<file path="src/rtl/hazard_stall_ctrl.sv">
// -----------------------------------------------------------------------------
// hazard_stall_ctrl
//   Hazard and sequencing controller for the IF/ID and ID/EX pipeline registers.
//   - Load-use hazard: stalls PC and IF/ID for one cycle and injects one bubble
//     into ID/EX.
//   - Multi-cycle ALU op: after the op's first EX cycle, the pipe is held for
//     MULT_LAT-1 further cycles (PC, IF/ID and ID/EX held, bubbles into EX/MEM).
//   - Taken branch in Decode: flushes IF/ID, unless a load-use stall wins.
//   - EX-stage operand forwarding selects (MEM result beats WB result).
//   - Saturating count of cycles with stall_f_o asserted.
//
// Parameters
//   MULT_LAT  total EX cycles of a multi-cycle op (>= 2)
//   CNT_W     width of stall_count_o
//
// Ports
//   clk_i            clock, all state updates on rising edge
//   rst_i            synchronous active-high reset
//   rs_d_i, rt_d_i   source registers of the instruction in Decode
//   rs_e_i, rt_e_i   source registers of the instruction in Execute
//   mem_read_e_i     instruction in Execute is a load
//   write_reg_e_i    destination register of the instruction in Execute
//   mult_start_e_i   one-cycle pulse: multi-cycle op entered Execute
//   branch_taken_d_i branch in Decode resolved taken
//   reg_write_m_i    MEM-stage instruction writes a register
//   write_reg_m_i    MEM-stage destination register
//   reg_write_w_i    WB-stage instruction writes a register
//   write_reg_w_i    WB-stage destination register
//   stall_f_o        hold PC
//   stall_d_o        hold IF/ID register
//   stall_e_o        hold ID/EX register
//   flush_d_o        clear IF/ID register
//   flush_e_o        load bubble into ID/EX
//   flush_m_o        load bubble into EX/MEM
//   forward_a_e_o    ALU operand A select: 00 regfile, 01 WB, 10 MEM
//   forward_b_e_o    ALU operand B select, same encoding
//   busy_o           multi-cycle hold in progress
//   stall_count_o    cycles with stall_f_o=1 since reset, saturating
// -----------------------------------------------------------------------------
module hazard_stall_ctrl #(
  parameter int MULT_LAT = 4,
  parameter int CNT_W    = 32
) (
  input  logic             clk_i,
  input  logic             rst_i,
  input  logic [4:0]       rs_d_i,
  input  logic [4:0]       rt_d_i,
  input  logic [4:0]       rs_e_i,
  input  logic [4:0]       rt_e_i,
  input  logic             mem_read_e_i,
  input  logic [4:0]       write_reg_e_i,
  input  logic             mult_start_e_i,
  input  logic             branch_taken_d_i,
  input  logic             reg_write_m_i,
  input  logic [4:0]       write_reg_m_i,
  input  logic             reg_write_w_i,
  input  logic [4:0]       write_reg_w_i,
  output logic             stall_f_o,
  output logic             stall_d_o,
  output logic             stall_e_o,
  output logic             flush_d_o,
  output logic             flush_e_o,
  output logic             flush_m_o,
  output logic [1:0]       forward_a_e_o,
  output logic [1:0]       forward_b_e_o,
  output logic             busy_o,
  output logic [CNT_W-1:0] stall_count_o
);

  localparam int CNT_LW = $clog2(MULT_LAT) + 1;

  typedef enum logic {
    ST_IDLE = 1'b0,
    ST_MUL  = 1'b1
  } state_e;

  state_e             state_q, state_d;
  logic [CNT_LW-1:0]  cnt_q, cnt_d;
  logic [CNT_W-1:0]   stall_count_q, stall_count_d;
  logic               load_use;

  // Operand select for one EX source register; MEM is the younger result so
  // it takes priority, and r0 is hardwired zero so it is never forwarded.
  function automatic logic [1:0] fwd_sel(input logic [4:0] src);
    logic [1:0] sel;
    sel = 2'b00;
    if (reg_write_m_i && (write_reg_m_i != 5'd0) && (write_reg_m_i == src)) begin
      sel = 2'b10;
    end else if (reg_write_w_i && (write_reg_w_i != 5'd0) && (write_reg_w_i == src)) begin
      sel = 2'b01;
    end
    return sel;
  endfunction

  assign load_use = mem_read_e_i && (write_reg_e_i != 5'd0) &&
                    ((write_reg_e_i == rs_d_i) || (write_reg_e_i == rt_d_i));

  assign forward_a_e_o = fwd_sel(rs_e_i);
  assign forward_b_e_o = fwd_sel(rt_e_i);

  always_comb begin
    // NOTE: every signal driven here gets a default first, so no path through
    // the case/if tree leaves a value unassigned and no latch is inferred.
    state_d   = state_q;
    cnt_d     = cnt_q;
    stall_f_o = 1'b0;
    stall_d_o = 1'b0;
    stall_e_o = 1'b0;
    flush_d_o = 1'b0;
    flush_e_o = 1'b0;
    flush_m_o = 1'b0;
    busy_o    = 1'b0;

    unique case (state_q)
      ST_IDLE: begin
        // The op spends its first cycle in EX unstalled; the hold begins next.
        if (mult_start_e_i) begin
          state_d = ST_MUL;
          cnt_d   = CNT_LW'(MULT_LAT - 1);
        end
        if (load_use) begin
          stall_f_o = 1'b1;
          stall_d_o = 1'b1;
          flush_e_o = 1'b1;
        end else if (branch_taken_d_i) begin
          flush_d_o = 1'b1;
        end
      end
      ST_MUL: begin
        // Hazards seen in Decode are ignored here; the held instruction is
        // re-evaluated once the hold releases.
        stall_f_o = 1'b1;
        stall_d_o = 1'b1;
        stall_e_o = 1'b1;
        flush_m_o = 1'b1;
        busy_o    = 1'b1;
        cnt_d     = cnt_q - CNT_LW'(1);
        if (cnt_q <= CNT_LW'(1)) begin
          state_d = ST_IDLE;
          cnt_d   = '0;
        end
      end
      default: begin
        state_d = ST_IDLE;
        cnt_d   = '0;
      end
    endcase
  end

  always_comb begin
    stall_count_d = stall_count_q;
    if (stall_f_o && (stall_count_q != {CNT_W{1'b1}})) begin
      stall_count_d = stall_count_q + CNT_W'(1);
    end
  end

  assign stall_count_o = stall_count_q;

  // NOTE: registers use non-blocking assignments so every flop samples the
  // pre-edge values, independent of statement order.
  always_ff @(posedge clk_i) begin
    if (rst_i) begin
      state_q       <= ST_IDLE;
      cnt_q         <= '0;
      stall_count_q <= '0;
    end else begin
      state_q       <= state_d;
      cnt_q         <= cnt_d;
      stall_count_q <= stall_count_d;
    end
  end

endmodule

</file>
<file path="config.mk">
export PLATFORM = sky130hd
export DESIGN_NAME = hazard_stall_ctrl
export DESIGN_NICKNAME = d
export VERILOG_FILES = /design/src/rtl/hazard_stall_ctrl.sv
export SDC_FILE = /design/constraint.sdc
export NUM_CORES = 1
export LEC_CHECK = 0
export ABC_AREA = 0
export BUFFER_PORTS_ARGS = -buffer_cell sky130_fd_sc_hd__clkbuf_2
export CAP_MARGIN = 10
export CORE_MARGIN = 2
export CORE_UTILIZATION = 30
export DETAILED_ROUTE_END_ITERATION = 7
export PLACE_DENSITY_LB_ADDON = 0.12
export REMOVE_ABC_BUFFERS = 1
export SLEW_MARGIN = 20
export SYNTH_ARGS = -nofsm -noshare
export SYNTH_HDL_FRONTEND = slang
export SYNTH_SLANG_ARGS = --single-unit
export TNS_END_PERCENT = 10
</file>
<file path="constraint.sdc">
create_clock -name clk_i -period 2.88 [get_ports clk_i]
set_clock_uncertainty 0.1 [all_clocks]
set_input_delay 0.576 -clock clk_i [delete_from_list [all_inputs] [get_ports clk_i]]
set_output_delay 0.576 -clock clk_i [all_outputs]
set_load 0.01 [all_outputs]
</file>
==> impl_metrics.ini <==
[floorplan]
die_area_sq_mm = 0.008526
fp-row-count = 32
core_sq_mm = 0.007647
die_w_um = 92.34
initial_core_util_pct = 30.61
dieHeight_um = 92.34
pin_count = 85

[synthesis]
synthTopCellsByArea = dfxtp_1 31%, xnor2_1 7.1%, xor2_1 6.0%
syn_inst = 288
ys_warn_count = 0
synth_area_per_cell_sq_um = 8.128
synth.most_common_cell = dfxtp_1
synth_cell_types = 47
synth.top_cell.area_share_pct = 30.79
ys_ff_latch = 36
synthArstFlopShare_pct = 0
synth_area_sq_mm = 0.002341
synth-edff-count = 0
synth_seq_area_share_pct = 30.79
synth_common_cells = 36 x dfxtp_1, 22 x a21oi_1, 21 x nand2_1
synthFlopType = dfxtp_1
synth_top_area_cell = dfxtp_1

[sta]
fin_setup_tns_ns = 0
slew_violations = 0
fmax_ghz = 0.3719
rsz0062_at_grt = false
final-setup-viol-count = 0
relSlewSlack_pct = 70.47
worst_pin_slew_ns = 0.4392
min_period_ns = 2.689
finalCritPeriodShare_pct = 93.36
whs_ns = 0.4011
finalHoldViolCount = 0

[placement]
io_buffers = 84
gp_congestion = 0.7394
dp_hpwl_mm = 4.969
postPlaceCellArea_sq_mm = 0.002868

[setup_path]
critPathMaxStageDelay_ns = 0.51
cp_cell_sequence = clkbuf_2 -> or4_1 -> o21ai_0 -> nor4_1 -> nor4_1 -> clkbuf_2
regToRegStartpoint = stall_count_o[0]
cp_slowest_cell = or4_1
crit_type = in2out
cpLargestDelayFamily = simple AND/OR/NAND/NOR gates
rr_worst_depth = 7
end_kind = output pin
worstSetupStartpoint = write_reg_m_i[1]
critical_path_arrival_ns = 2.01
critPathBufInv = 2
start_kind = input pin
crit_cells = 6
worstPathRequired_ns = 2.20
path_max_fanout = 3

[layout]
num-nets-final = 418
drive_above_1_share_pct = 29.76
fin_area_sq_mm = 0.002964
n_antenna_cell = 0
fillers = 824
area_growth_pct = 26.62

[cts]
clk_latency_ns = 0.29
cts_resized = 0
clock-sinks = 36
ctsHoldBuffers = 0
postCtsSetupBuffers = 0
clockBufferDepth = 2
path_clk_slew_ns = 0.07
htreeDepth = 2
cts_buffers = 5
cts_tree = done
cts_root_buf = clkbuf_8

[drt]
via_per_inst = 5.084
first_pass_iters = 4
drtAntennaViolNets = 0
drc = 0
drt_iter0_markers = 52
vias = 2415
wl_per_cell_um = 13.29
wl_mm = 6.314

[worst_hold_path]
hold_path_depth = 2
hold_class = reg2reg
min_from = stall_count_o[27]

[power]
leakage_nw = 1.194
ir_drop_v = 0.0001803
p_per_area_mw_per_mm2 = 372.4

[grt]
grt_pass1_vias = 2178
grt_antenna_before_repair = 0
grt_overflow = 0
grt_max_degree = 18
grt_pass1_wl_mm = 10.40
grtUsageTotal_pct = 15.07

[job]
drv_cap = 0

[outcome]
status = completed
==> cells by family (layout without fill, tap and decap cells) <==
| kind of cell | after synthesis | after routing | share of synthesized area [%] |
|---|---|---|---|
| AO/OA/AOI/OAI | 61 | 61 | 16.73 |
| adder cells (fa/ha/maj) | 3 | 3 | 1.604 |
| XOR/XNOR | 35 | 35 | 13.09 |
| buffers and inverters | 19 | 104 | 4.115 |
| flip-flops | 36 | 36 | 30.79 |
| multiplexers | 5 | 5 | 2.352 |
| AND/OR/NAND/NOR | 129 | 129 | 31.32 |
==> power by group <==
part / total [mW] / switching (mW) / internal (mW)
Combinational: 0.194 / 0.109 / 0.0852
Sequential: 0.516 / 0.00894 / 0.507
Clock: 0.394 / 0.180 / 0.213
==> worst paths after layout <==
path	slack (ns)	end
worst max-delay path	0.19	forward_b_e_o[0]
worst min-delay path	0.40	stall_count_o[27]
worst max register to register	0.50	stall_count_o[13]
worst min register to register	0.40	stall_count_o[27]
==> sequential cells by signal, summed over array words and instances (netlist names) <==
name           cells
stall_count_o     32
cnt_q              3
state_q            1
==> tightest hold or removal path, delay by kind of cell, from the launching register on <==
kind | cells | cell delay (ns)
AO/OA/AOI/OAI | 2 | 0.13
flip-flops | 1 | 0.33
==> layout by cell type, fill, tap and decap left out, types with 9 or more instances in the layout <==
cell      Yosys  layout
a21oi_1      22      22
and3_1       11      11
clkbuf_2      0      84
dfxtp_1      36      36
nand2_1      21      21
nand3_1      15      15
nand4_1       9       9
nor2_1       20      20
o21ai_0      13      13
o31ai_1       9       9
or3_1        10      10
or4_1        14      14
xnor2_1      19      19
xor2_1       16      16
==> through the flow <==
step	util [%]	setup WS, ns	total power [mW]	instances
after floorplan	-	0.2633	0.6310	275
after global placement	37.50	0.2386	0.7228	468
after detailed placement	37.50	0.1936	0.7238	468
after CTS	38.76	0.1937	1.125	475
after global routing	38.76	0.04883	1.174	475
final	38.76	0.1912	1.104	475
==> per-layer routing <==
| metal | track usage (%) | up-vias | wire length [um] |
|---|---|---|---|
| met3 | 3.987 | 5 | 390 |
| met5 | 0 | - | 0 |
| met4 | 4.104 | 0 | 64 |
| met2 | 23.91 | 61 | 2899 |
| li1 | - | 1232 | - |
| met1 | 20.22 | 1117 | 2960 |
==> area by class of cell <==
cell class	instances	area (sq um)	area share, %
Timing Repair Buffer	91	473.0	15.96
Multi-Input combinational cell	233	1524	51.41
Inverter	6	22.52	0.7598
Clock buffer	7	96.34	3.250
Tap cell	102	127.6	4.306
Sequential cell	36	720.7	24.31
No activity file was read; power rests on OpenSTA's default activity.
